$ cat src/rtl/joy_serial_decoder_pkg.sv
// Shared constants for the serial joystick decoder: button bit positions in the chain and scan FSM states.
// Latency: none (types and constants only); no backpressure.
package joy_pkg;

    localparam int JOY_UP    = 0;
    localparam int JOY_DOWN  = 1;
    localparam int JOY_LEFT  = 2;
    localparam int JOY_RIGHT = 3;
    localparam int JOY_FIRE1 = 4;
    localparam int JOY_FIRE2 = 5;
    localparam int JOY2_BASE = 8;

    localparam int JOY_NBTN  = 6;
    localparam int JOY_RAW_W = 2 * JOY_NBTN;

    typedef enum logic [1:0] {
        LOAD   = 2'd0,
        SHIFT  = 2'd1,
        COMMIT = 2'd2
    } joy_state_e;

endpackage

$ cat src/rtl/joy_serial_decoder_if.sv
// Debounced button bus from the decoder to its consumer (kbd_joystick).
// Latency: wires only; no backpressure, the consumer samples on frame_o or at any time.
interface joy_serial_decoder_if;
    import joy_pkg::*;

    logic [JOY_NBTN-1:0] joy1_o;
    logic [JOY_NBTN-1:0] joy2_o;
    logic                frame_o;

    modport master (
        output joy1_o,
        output joy2_o,
        output frame_o
    );

    modport slave (
        input joy1_o,
        input joy2_o,
        input frame_o
    );

endinterface

$ cat src/rtl/joy_serial_decoder_debounce.sv
// Frame-level debounce of the 12 raw button bits; buttons and frame pulse registered one clk after commit_i.
// No backpressure: a commit is always accepted.
module joy_debounce
    import joy_pkg::*;
#(
    parameter int DEBOUNCE_FRAMES = 2
) (
    input  logic                 clk_i,
    input  logic                 res_n_i,
    input  logic                 commit_i,
    input  logic [JOY_RAW_W-1:0] raw_i,
    output logic [JOY_RAW_W-1:0] btn_o,
    output logic                 frame_o
);

    localparam logic [2:0] CNT_MAX = 3'(DEBOUNCE_FRAMES - 1);

    logic [JOY_RAW_W-1:0] prev_q, prev_d;
    logic [JOY_RAW_W-1:0] btn_q, btn_d;
    logic [2:0]           cnt_q, cnt_d;
    logic                 frame_q, frame_d;

    always_comb begin
        prev_d  = prev_q;
        btn_d   = btn_q;
        cnt_d   = cnt_q;
        frame_d = commit_i;
        if (commit_i) begin
            if (raw_i == prev_q) begin
                // Saturate so a long-held button keeps refreshing the outputs
                cnt_d = (cnt_q >= CNT_MAX) ? CNT_MAX : cnt_q + 3'd1;
                if (cnt_d == CNT_MAX) begin
                    btn_d = raw_i;
                end
            end else begin
                prev_d = raw_i;
                cnt_d  = 3'd0;
                if (DEBOUNCE_FRAMES == 1) begin
                    btn_d = raw_i;
                end
            end
        end
    end

    always_ff @(posedge clk_i) begin
        if (!res_n_i) begin
            prev_q  <= '0;
            btn_q   <= '0;
            cnt_q   <= 3'd0;
            frame_q <= 1'b0;
        end else begin
            prev_q  <= prev_d;
            btn_q   <= btn_d;
            cnt_q   <= cnt_d;
            frame_q <= frame_d;
        end
    end

    assign btn_o   = btn_q;
    assign frame_o = frame_q;

endmodule

$ cat src/rtl/joy_serial_decoder.sv
// Scans a 74HC165-style joystick chain (load, then NBITS shift clocks) and debounces two 6-button pads.
// Frame period (2+2*NBITS-1)*CLK_DIV+1 clks; outputs update with frame_o; no backpressure.
module joy_serial_decoder
    import joy_pkg::*;
#(
    parameter int CLK_DIV         = 16,
    parameter int NBITS           = 16,
    parameter int DEBOUNCE_FRAMES = 2
) (
    input  logic                        clk_i,
    input  logic                        res_n_i,
    input  logic                        joy_data_i,
    output logic                        joy_clk_o,
    output logic                        joy_load_n_o,
    joy_serial_decoder_if.master        joy_if
);

    localparam int DIV_W = $clog2(CLK_DIV);
    localparam int BIT_W = $clog2(NBITS);

    localparam logic [DIV_W-1:0] DIV_LAST = DIV_W'(CLK_DIV - 1);
    localparam logic [BIT_W-1:0] BIT_LAST = BIT_W'(NBITS - 1);

    joy_state_e        state_q, state_d;
    logic [DIV_W-1:0]  div_q, div_d;
    logic [BIT_W-1:0]  bitcnt_q, bitcnt_d;
    logic [NBITS-1:0]  sreg_q, sreg_d;
    logic              jclk_q, jclk_d;
    logic              load_n_q, load_n_d;
    logic              tick;
    logic              commit;

    logic [JOY_RAW_W-1:0] raw;
    logic [JOY_RAW_W-1:0] btn;
    logic                 unused_sreg_bits;

    assign tick = (div_q == DIV_LAST);

    always_comb begin
        state_d  = state_q;
        div_d    = tick ? '0 : div_q + DIV_W'(1);
        bitcnt_d = bitcnt_q;
        sreg_d   = sreg_q;
        jclk_d   = jclk_q;
        load_n_d = load_n_q;
        commit   = 1'b0;
        unique case (state_q)
            LOAD: begin
                load_n_d = 1'b0;
                jclk_d   = 1'b1;
                // bitcnt doubles as the load tick counter; it is 0 on LOAD entry
                if (tick) begin
                    if (bitcnt_q[0]) begin
                        load_n_d = 1'b1;
                        bitcnt_d = '0;
                        state_d  = SHIFT;
                    end else begin
                        bitcnt_d = BIT_W'(1);
                    end
                end
            end
            SHIFT: begin
                if (tick) begin
                    if (jclk_q) begin
                        sreg_d[bitcnt_q] = joy_data_i;
                        jclk_d           = 1'b0;
                        if (bitcnt_q == BIT_LAST) begin
                            state_d = COMMIT;
                        end
                    end else begin
                        jclk_d   = 1'b1;
                        bitcnt_d = bitcnt_q + BIT_W'(1);
                    end
                end
            end
            COMMIT: begin
                commit   = 1'b1;
                div_d    = '0;
                bitcnt_d = '0;
                load_n_d = 1'b0;
                jclk_d   = 1'b1;
                state_d  = LOAD;
            end
            default: begin
                state_d = LOAD;
            end
        endcase
    end

    always_ff @(posedge clk_i) begin
        if (!res_n_i) begin
            state_q  <= LOAD;
            div_q    <= '0;
            bitcnt_q <= '0;
            sreg_q   <= '0;
            jclk_q   <= 1'b1;
            load_n_q <= 1'b1;
        end else begin
            state_q  <= state_d;
            div_q    <= div_d;
            bitcnt_q <= bitcnt_d;
            sreg_q   <= sreg_d;
            jclk_q   <= jclk_d;
            load_n_q <= load_n_d;
        end
    end

    // Chain buttons are active-low; bits 6, 7, 14 and 15 carry nothing useful
    always_comb begin
        raw = '0;
        for (int i = 0; i < JOY_NBTN; i++) begin
            raw[i]            = ~sreg_q[JOY_UP + i];
            raw[JOY_NBTN + i] = ~sreg_q[JOY2_BASE + i];
        end
    end

    assign unused_sreg_bits = ^sreg_q;

    joy_debounce #(
        .DEBOUNCE_FRAMES (DEBOUNCE_FRAMES)
    ) u_debounce (
        .clk_i    (clk_i),
        .res_n_i  (res_n_i),
        .commit_i (commit),
        .raw_i    (raw),
        .btn_o    (btn),
        .frame_o  (joy_if.frame_o)
    );

    assign joy_if.joy1_o = btn[JOY_NBTN-1:0];
    assign joy_if.joy2_o = btn[JOY_RAW_W-1:JOY_NBTN];
    assign joy_clk_o     = jclk_q;
    assign joy_load_n_o  = load_n_q;

endmodule
$ cat src/flat_wrapper.sv
// flat-port wrapper written by rule: the top's interface ports become plain ports
module joy_serial_decoder_flat import joy_pkg::*;
#(
    parameter int CLK_DIV         = 16,
    parameter int NBITS           = 16,
    parameter int DEBOUNCE_FRAMES = 2
)
  (clk_i, res_n_i, joy_data_i, joy_clk_o, joy_load_n_o, joy_if_joy1_o, joy_if_joy2_o, joy_if_frame_o);
  joy_serial_decoder_if joy_if_i ();
  input  logic clk_i;
  input  logic res_n_i;
  input  logic joy_data_i;
  output logic joy_clk_o;
  output logic joy_load_n_o;
  output wire logic [$bits(joy_if_i.joy1_o)-1:0] joy_if_joy1_o;
  output wire logic [$bits(joy_if_i.joy2_o)-1:0] joy_if_joy2_o;
  output wire logic [$bits(joy_if_i.frame_o)-1:0] joy_if_frame_o;
  assign joy_if_joy1_o = joy_if_i.joy1_o;
  assign joy_if_joy2_o = joy_if_i.joy2_o;
  assign joy_if_frame_o = joy_if_i.frame_o;
  joy_serial_decoder #(.CLK_DIV(CLK_DIV), .NBITS(NBITS), .DEBOUNCE_FRAMES(DEBOUNCE_FRAMES)) u_core (.clk_i(clk_i), .res_n_i(res_n_i), .joy_data_i(joy_data_i), .joy_clk_o(joy_clk_o), .joy_load_n_o(joy_load_n_o), .joy_if(joy_if_i));
endmodule
$ cat config.mk
export PLATFORM = sky130hd
export DESIGN_NAME = joy_serial_decoder_flat
export DESIGN_NICKNAME = d
export VERILOG_FILES = /design/src/rtl/joy_serial_decoder_pkg.sv /design/src/rtl/joy_serial_decoder_if.sv /design/src/rtl/joy_serial_decoder_debounce.sv /design/src/rtl/joy_serial_decoder.sv /design/src/flat_wrapper.sv
export SDC_FILE = /design/constraint.sdc
export NUM_CORES = 1
export LEC_CHECK = 0
export ABC_AREA = 1
export ABC_CLOCK_PERIOD_IN_PS = 2350
export BUFFER_PORTS_ARGS = -buffer_cell sky130_fd_sc_hd__buf_2
export CORE_ASPECT_RATIO = 1.25
export CORE_MARGIN = 2
export CORE_UTILIZATION = 55
export DETAILED_ROUTE_END_ITERATION = 6
export PLACE_DENSITY_LB_ADDON = 0.3
export RECOVER_POWER = 100
export SYNTH_ARGS = -nofsm -noshare
export SYNTH_HDL_FRONTEND = slang
export SYNTH_SLANG_ARGS = --single-unit
$ cat constraint.sdc
create_clock -name clk_i -period 2.35 [get_ports clk_i]
set_clock_uncertainty 0.1 [all_clocks]
set_input_delay 0.47 -clock clk_i [delete_from_list [all_inputs] [get_ports clk_i]]
set_output_delay 0.47 -clock clk_i [all_outputs]
set_load 0.01 [all_outputs]
Word level (Yosys, flattened, before mapping)
Index checks and enable logic that the tools add are counted.

storage, ports and cells
  bits of input ports = 3
  word-level logic and storage cells = 78
  register bits after elaboration = 56
  bits in writable memories = 0
  memories = 0
  ROM bits = 0
  bits in latches = 0
  output and inout port bits = 15

cells by class
  add/sub/neg operators = 3
  multiply operators = 0
  reductions and logical operators = 13
  $lt $le $gt $ge = 3
  shift operators = 0
  muxes and demuxes = 23
  equality and inequality tests = 12
  bitwise operators = 14
  divide/modulo/power cells = 0

operators with widths
  operator                                                            count
  bitwise mux 16 bit                                                  1
  NOT 1 bit                                                           14
  equality test 12 bit                                                1
  2-to-1 mux 4 bit                                                    3
  case mux 4 bit (3 select lines)                                     1
  2-to-1 mux 2 bit                                                    5
  inequality test 2 x 1 -> 1 bit (second input constant)              5
  adder 4 x 1 -> 4 bit (second input constant)                        2
  equality test 4 bit (second input constant)                         2
  2-to-1 mux 1 bit                                                    7
  2-to-1 mux 3 bit                                                    2
  AND reduction 3 bit                                                 2
  less-than comparator 4 x 5 -> 1 bit (second input constant)         1
  AND reduction 5 bit                                                 1
  demux 1 bit (select 4 bit)                                          1
  greater-or-equal comparator 4 x 1 -> 1 bit (second input constant)  1
  case mux 1 bit (2 select lines)                                     2
  case mux 2 bit (2 select lines)                                     1
  AND reduction 2 bit                                                 2
  AND reduction 4 bit                                                 1
  nonzero test 2 bit                                                  2
  adder 3 x 1 -> 3 bit (second input constant)                        1
  equality test 3 x 1 -> 1 bit (second input constant)                1
  greater-or-equal comparator 3 x 1 -> 1 bit (second input constant)  1
  8 further kinds                                                     8

Logic depth before layout (Yosys ltp)
Gate-level depths: netlist of run 1.

  word-level depth = 5
  gate-level depth with buffers = 11
  mapped depth without buffers = 10

Modules after synthesis
From an unflattened synthesis of run 1, not the netlist that was laid out.

unflattened totals
  cells, all modules = 398
  area, all modules = 2,766.4 µm²

by module, submodules not included
  module              seq. area each (µm²)  times used  cells an instance  area an instance (µm²)
  joy_serial_decoder  480.5                 1           190                1,392.6
  joy_debounce        560.5                 1           208                1,373.8

Worst setup path before layout of run 1
Ideal clock, no wire load.

  path type = flip-flop to flip-flop
  start point = register u_core.u_debounce.cnt_q[1]
  end point = register u_core.u_debounce.btn_q[5], in the netlist u_core.u_debounce.btn_o[5]
  cell stages (with the launch flop) = 10
  buffers on the path = 1
  clock period less this slack = 1,592 ps
  required time = 2,137 ps
  path slack = 758 ps
  setup time = 113 ps
  arrival = 1,379 ps
  path through = dfxtp_1 > inv_1 > ha_1 > nand3b_1 > nand2_1 > nor2_1 > buf_2 > nand4_1 > nand2_1 > nor2_1

on the way
  word-level cells in the longest chain between the ends = 4
  elaborated cells between the ends (all ways) = 5
  classes of those cells = add/sub (1); order compare (1); eq/ne (1); mux (1); reduce/logical (1)

ends and longest elaborated chain
  item                                                                                line                               source
  start: declaration                                                                  joy_serial_decoder_debounce.sv:20  logic [2:0] cnt_q, cnt_d;
  start signal: assignment                                                            joy_serial_decoder_debounce.sv:54  cnt_q <= cnt_d;
  adder 3 x 1 -> 3 bit or greater-or-equal comparator 3 x 1 -> 1 bit (tied branches)  joy_serial_decoder_debounce.sv:31  cnt_d = (cnt_q >= CNT_MAX) ? CNT_MAX : cnt_q + 3'd1;
  2-to-1 mux 3 bit (*)                                                                joy_serial_decoder_debounce.sv:31
  equality test 3 x 1 -> 1 bit (*)                                                    joy_serial_decoder_debounce.sv:32  if (cnt_d == CNT_MAX) begin
  AND reduction 3 bit (no source line) (*)                                            --
  end signal: assignment                                                              joy_serial_decoder_debounce.sv:53  btn_q <= btn_d;
  end: declaration                                                                    joy_serial_decoder_debounce.sv:19  logic [JOY_RAW_W-1:0] btn_q, btn_d;

Mark *: on every way between the ends. The rest lies on a longest branch, timed or not.
A chain may end at the register's enable or synchronous reset.

Worst setup path after layout of run 1
  start point = register u_core.div_q[0]
  end point = register u_core.sreg_q[9]

on the way
  word-level cells in the longest chain between the ends = 2

ends and longest elaborated chain
  item                                  line                       source
  start: declaration                    joy_serial_decoder.sv:25   logic [DIV_W-1:0] div_q, div_d;
  start signal: assignment              joy_serial_decoder.sv:100  div_q <= div_d;
  equality test 4 bit                   joy_serial_decoder.sv:37   assign tick = (div_q == DIV_LAST);
  AND reduction 3 bit (no source line)  --
  end signal: assignment                joy_serial_decoder.sv:102  sreg_q <= sreg_d;
  end: declaration                      joy_serial_decoder.sv:27   logic [NBITS-1:0] sreg_q, sreg_d;

No other way between the ends.

==> results of run 1 <==
## placed cells by master (no fill, tap or decap), drive strengths merged
master	count
inv	43
a211oi	2
nand2	102
clkbuf	21
nand3	31
ha	11
nor3	1
xnor2	1
dfxtp	52
nand4	13
or2	3
buf	6
clkinv	4
nand3b	1
nor2	76
o21a	1
o21ai	20
nor3b	1
a21oi	29
## kinds of logic (layout without fill, tap and decap cells)
| kind of cell | count (synthesis) | after routing | share of synthesized area, % |
|---|---|---|---|
| AOI/OAI and AO/OA | 52 | 52 | 9.57 |
| xor gates and xnor gates | 1 | 1 | 0.313 |
| adders and majority gates | 11 | 11 | 4.92 |
| DFF | 52 | 52 | 37.2 |
| and+or+nand+nor | 228 | 228 | 38.9 |
| buffers and inverters | 59 | 74 | 9.12 |
## layout make-up
cell class	instances	area, sq um	share of cell area [%]
clock buffers	6	82.6	2.79
flip-flops and latches	52	1040	35.2
well taps	62	77.6	2.62
repair buffers	21	96.3	3.25
multi-input cells	292	1490	50.1
inverters	45	169	5.70
clock inverters	2	10.0	0.338
## path summary, 6_finish.rpt
path / from / end / slack (ns) / cells after the start
max: u_core.div_q[0]$_SDFF_PP0_ / u_core.sreg_q[9]$_SDFFE_PN0P_ / 0.46 / 8
min reg2reg: u_core.div_q[0]$_SDFF_PP0_ / u_core.div_q[0]$_SDFF_PP0_ / 0.36 / 1
min: u_core.div_q[0]$_SDFF_PP0_ / u_core.div_q[0]$_SDFF_PP0_ / 0.36 / 1
max reg2reg: u_core.div_q[0]$_SDFF_PP0_ / u_core.sreg_q[9]$_SDFFE_PN0P_ / 0.46 / 8
## routing by layer
layer	routed length, um	up-vias	track usage [%]
li1	-	1300	-
met1	2520	1125	25.6
met2	2720	51	34.7
met3	187	13	3.78
met4	142	0	8.36
met5	0	-	0
## flip-flops by register name, indices dropped and copies added, names as in the netlist, 2 cells and up
name	cells
u_core.bitcnt_q	4
u_core.div_q	4
u_core.sreg_q	12
u_core.state_q	2
u_core.u_debounce.btn_o	12
u_core.u_debounce.cnt_q	3
u_core.u_debounce.prev_q	12
## stage by stage
step                      hold WS, ns  instance area [sq um]
final                           0.359                   2960
after global routing            0.410                   2960
after CTS                       0.362                   3000
after detailed placement        0.345                   2910
after global placement          0.332                   2910
after floorplan                 0.318                   2800
## worst max-delay path: stages, from the launching register on
cell	delay (ns)
dfxtp_1	0.37
ha_1	0.19
nand3_1	0.19
nor2_1	0.34
nand2_1	0.16
inv_1	0.14
nand2_1	0.08
o21ai_0	0.16
a21oi_1	0.06
## report_power, final
part | internal, mW | total [mW] | switching, mW
Clock | 0.236 | 0.523 | 0.287
Combinational | 0.0559 | 0.164 | 0.108
Sequential | 0.903 | 0.920 | 0.0175
==> impl_metrics.env, run 1 <==
export IMPL_status="finished clean"
export IMPL_syn_to_final_growth_pct=5.81
export IMPL_cts_buffers=5
export IMPL_wl_per_cell_um=11.6
export IMPL_track_usage_pct=20.8
export IMPL_cp_max_fo=6
export IMPL_synthDistinctLibCells=31
export IMPL_core_sq_mm=0.00501
export IMPL_clock_latency_ns=0.30
export IMPL_netlist_top_cells_area="dfxtp_1 (37%), nand2_1 (13%), nor2_1 (8.0%), inv_1 (5.2%), a21oi_1 (5.2%)"
export IMPL_drt_initial_drc_count=130
export IMPL_cap_violations=0
export IMPL_die_y_um=83.8
export IMPL_dp_hpwl_um=4140
export IMPL_period_share_pct=80.5
export IMPL_syn_area_sq_mm=0.00280
export IMPL_synth_top_flop_cell="dfxtp_1"
export IMPL_routed_via_density=5.19
export IMPL_clkSlewWorstSetupHoldPaths_ns=0.09
export IMPL_nFillCells=502
export IMPL_setup_viol_count_final=0
export IMPL_clock_sinks=52
export IMPL_synth_top_area_share_pct=37.2
export IMPL_start_util_pct=55.9
export IMPL_vias=2489
export IMPL_yosys_warnings=0
export IMPL_async_flop_share_pct=0
export IMPL_cp_start_kind="flip-flop"
export IMPL_synth_common_cells="nand2_1 (96), nor2_1 (60), dfxtp_1 (52), inv_1 (39), a21oi_1 (29)"
export IMPL_remaining_drc_errors=0
export IMPL_final_util_pct=59.1
export IMPL_grt_pass1_vias=2163
export IMPL_end_kind="flip-flop"
export IMPL_grt_pass1_wl_um=9280
export IMPL_ys_ff_latch=52
export IMPL_hold_violations=0
export IMPL_synth_cells=403
export IMPL_gr_total_overflow=0
export IMPL_synth_top_area_cell="dfxtp_1"
export IMPL_row_count=29
export IMPL_p_per_area_mw_per_mm2=543
export IMPL_dp_cells=472
export IMPL_tightestPinTransition_ns=0.481
export IMPL_antenna_found_initial=0
export IMPL_setup_slack_ns=0.457
export IMPL_min_path_type="reg -> reg"
export IMPL_postCtsHoldBufs=0
export IMPL_required_ns=2.45
export IMPL_dieArea_sq_mm=0.00568
export IMPL_cts_root_buf="clkbuf_8"
export IMPL_leakagePower_nw=1.18
export IMPL_postCtsSetupBuffers=0
export IMPL_port_buffers=17
export IMPL_drive_above_1_share_pct=9.81
export IMPL_peakVddDrop_mv=0.304
export IMPL_drv_slew=0
export IMPL_min_period_ns=1.89
export IMPL_setup_tns_ns=0
export IMPL_synth_net_count=417
export IMPL_first_pass_iters=5
export IMPL_cts_tree="done"
export IMPL_yosysSeqAreaShare_pct=37.2
export IMPL_clock_path_buffers=2
export IMPL_n_antenna_cell=0
export IMPL_final_antenna_net_count=0
export IMPL_arrival_ns=1.99
export IMPL_place_ws_ns=0.583
export IMPL_routed_wl_um=5570
export IMPL_finalNonFillerCells=480
export IMPL_die_w_um=67.8
export IMPL_synth_most_common_cell="nand2_1"
export IMPL_critPathKind="reg -> reg"
export IMPL_grt_max_degree=35
export IMPL_h_tree_depth=2
export IMPL_rsz0062_at_grt="false"
export IMPL_routabilityCongestion=0.845
export IMPL_nNetsFinal=431
export IMPL_power_total_mw=1.61
export IMPL_relSlewSlack_pct=67.9
export IMPL_synth_edf_count=0
export IMPL_pin_count=18
export IMPL_fmax_mhz=528
export IMPL_synth_avg_cell_area_sq_um=6.95
export IMPL_cts_resized=0
(Power assumes the default switching activity.)
==> inputs of run 2 (changes only) <==
--- a/config.mk
+++ b/config.mk
@@ -6,7 +6,7 @@
 export NUM_CORES = 1
 export LEC_CHECK = 0
 export ABC_AREA = 1
-export ABC_CLOCK_PERIOD_IN_PS = 2350
+export ABC_CLOCK_PERIOD_IN_PS = 1900
 export BUFFER_PORTS_ARGS = -buffer_cell sky130_fd_sc_hd__buf_2
 export CORE_ASPECT_RATIO = 1.25
 export CORE_MARGIN = 2
==> constraint.sdc (replaced) <==
create_clock -name clk_i -period 1.9 [get_ports clk_i]
set_clock_uncertainty 0.1 [all_clocks]
set_input_delay 0.38 -clock clk_i [delete_from_list [all_inputs] [get_ports clk_i]]
set_output_delay 0.38 -clock clk_i [all_outputs]
set_load 0.01 [all_outputs]
==> impl_metrics.env, run 2 (synthesis results as in run 1) <==
export IMPL_cts_buffers=5
export IMPL_min_path_type="in -> reg"
export IMPL_cap_violations=0
export IMPL_setup_tns_ns=0
export IMPL_p_per_area_mw_per_mm2=693
export IMPL_antenna_found_initial=0
export IMPL_worstHoldPathCells=2
export IMPL_relSlewSlack_pct=79.3
export IMPL_final_common_cell="nand2_1"
export IMPL_first_pass_iters=4
export IMPL_clock_path_buffers=2
export IMPL_routed_via_density=5.01
export IMPL_final_antenna_net_count=0
export IMPL_arrival_ns=1.89
export IMPL_dp_hpwl_um=4020
export IMPL_drv_slew=0
export IMPL_reg2reg_depth=9
export IMPL_cp_start_kind="flip-flop"
export IMPL_final_cell_mix="nand2_1 (96), nor2_1 (60), dfxtp_1 (52)"
export IMPL_port_buffers=17
export IMPL_pin_count=18
export IMPL_rsz0062_at_grt="false"
export IMPL_clock_latency_ns=0.31
export IMPL_remaining_drc_errors=0
export IMPL_dieArea_sq_mm=0.00568
export IMPL_vias=2443
export IMPL_cp_max_fo=12
export IMPL_clock_sinks=52
export IMPL_status="finished clean"
export IMPL_row_count=29
export IMPL_required_ns=2.06
export IMPL_end_kind="flip-flop"
export IMPL_multi_input_area_sq_mm=0.00151
export IMPL_clkSlewWorstSetupHoldPaths_ns=0.10
export IMPL_hold_violations=0
export IMPL_n_antenna_cell=0
export IMPL_core_sq_mm=0.00501
export IMPL_wl_per_cell_um=11.0
export IMPL_nFillCells=495
export IMPL_drt_initial_drc_count=69
export IMPL_start_util_pct=55.9
export IMPL_routed_wl_um=5360
export IMPL_leakagePower_nw=1.23
export IMPL_h_tree_depth=2
export IMPL_period_share_pct=91.1
export IMPL_peakVddDrop_mv=0.472
export IMPL_regArea_sq_mm=0.00104
export IMPL_tightestPinTransition_ns=0.309
export IMPL_routabilityCongestion=0.868
export IMPL_power_total_mw=2.13
export IMPL_drive_above_1_share_pct=12.4
export IMPL_syn_to_final_growth_pct=9.61
export IMPL_setup_viol_count_final=0
export IMPL_gr_total_overflow=0
export IMPL_nNetsFinal=439
export IMPL_postCtsHoldBufs=0
export IMPL_die_w_um=67.8
export IMPL_cts_root_buf="clkbuf_8"
export IMPL_grt_pass1_wl_um=9470
export IMPL_grt_max_degree=25
export IMPL_cts_tree="done"
export IMPL_track_usage_pct=21.2
export IMPL_min_period_ns=1.73
export IMPL_grt_pass1_vias=2230
export IMPL_fmax_mhz=578
export IMPL_critPathKind="reg -> reg"
export IMPL_die_y_um=83.8
==> run 2: area by class of cell <==
cell class	count	share of cell area, %
flip-flops and latches	52	33.9
repair buffers	29	5.10
well taps	62	2.53
inverters	45	5.51
clock inverters	3	1.39
multi-input cells	292	49.3
clock buffers	5	2.24
==> run 2: path summary, 6_finish.rpt <==
| check | startpoint | end | slack, ns |
|---|---|---|---|
| max | u_core.u_debounce.cnt_q[1]$_SDFFE_PN0P_ | u_core.u_debounce.btn_o[3]$_SDFFE_PN0P_ | 0.17 |
| min | res_n_i | u_core.joy_load_n_o$_SDFFE_PN1P_ | 0.22 |
| max reg2reg | u_core.u_debounce.cnt_q[1]$_SDFFE_PN0P_ | u_core.u_debounce.btn_o[3]$_SDFFE_PN0P_ | 0.17 |
| min reg2reg | u_core.div_q[0]$_SDFF_PP0_ | u_core.div_q[0]$_SDFF_PP0_ | 0.37 |
==> run 2: critical path, stage by stage, from the launching register on <==
cell and delay [ns]:
dfxtp_1 0.38, inv_1 0.06, ha_1 0.26, nand3b_1 0.13
nand2_1 0.06, nor2_1 0.15, clkinv_1 0.12, nor2_4 0.26
nor2_1 0.08, nor2_1 0.10
==> run 2: routing by layer <==
| layer | vias to the layer above | wire length (um) | GRT usage (%) |
|---|---|---|---|
| met4 | 0 | 81 | 7.09 |
| met1 | 1089 | 2480 | 25.1 |
| met3 | 7 | 125 | 3.91 |
| li1 | 1325 | - | - |
| met2 | 22 | 2670 | 37.2 |
| met5 | - | 0 | 0 |
==> run 2: timing repair <==
| item | CTS | global route |
|---|---|---|
| endpoints found under the setup margin | 0 | 3 |
| hold endpoints to repair | 0 | 0 |
| resized for setup | 0 | 2 |
| setup buffers | 0 | 4 |
==> run 2: where the power goes <==
part	switching, mW	internal [mW]	leakage (nW)
clock network	0.367	0.390	0.0541
logic	0.142	0.0889	0.754
registers	0.0221	1.12	0.420
total	0.531	1.60	1.23
==> run 2: stage by stage <==
| stage | instances | instance area [sq um] | setup WS [ns] | utilization [%] | hold WS (ns) |
|---|---|---|---|---|---|
| final | 488 | 3070 | 0.169 | 61.3 | 0.219 |
| after global routing | 488 | 3070 | 0.0207 | 61.3 | 0.232 |
| after CTS | 484 | 3050 | 0.162 | 60.8 | 0.209 |
| after detailed placement | 476 | 2940 | 0.176 | 58.6 | 0.354 |
| after global placement | 476 | 2940 | 0.240 | 58.6 | 0.328 |
| after floorplan | 403 | 2800 | 0.308 | - | 0.318 |
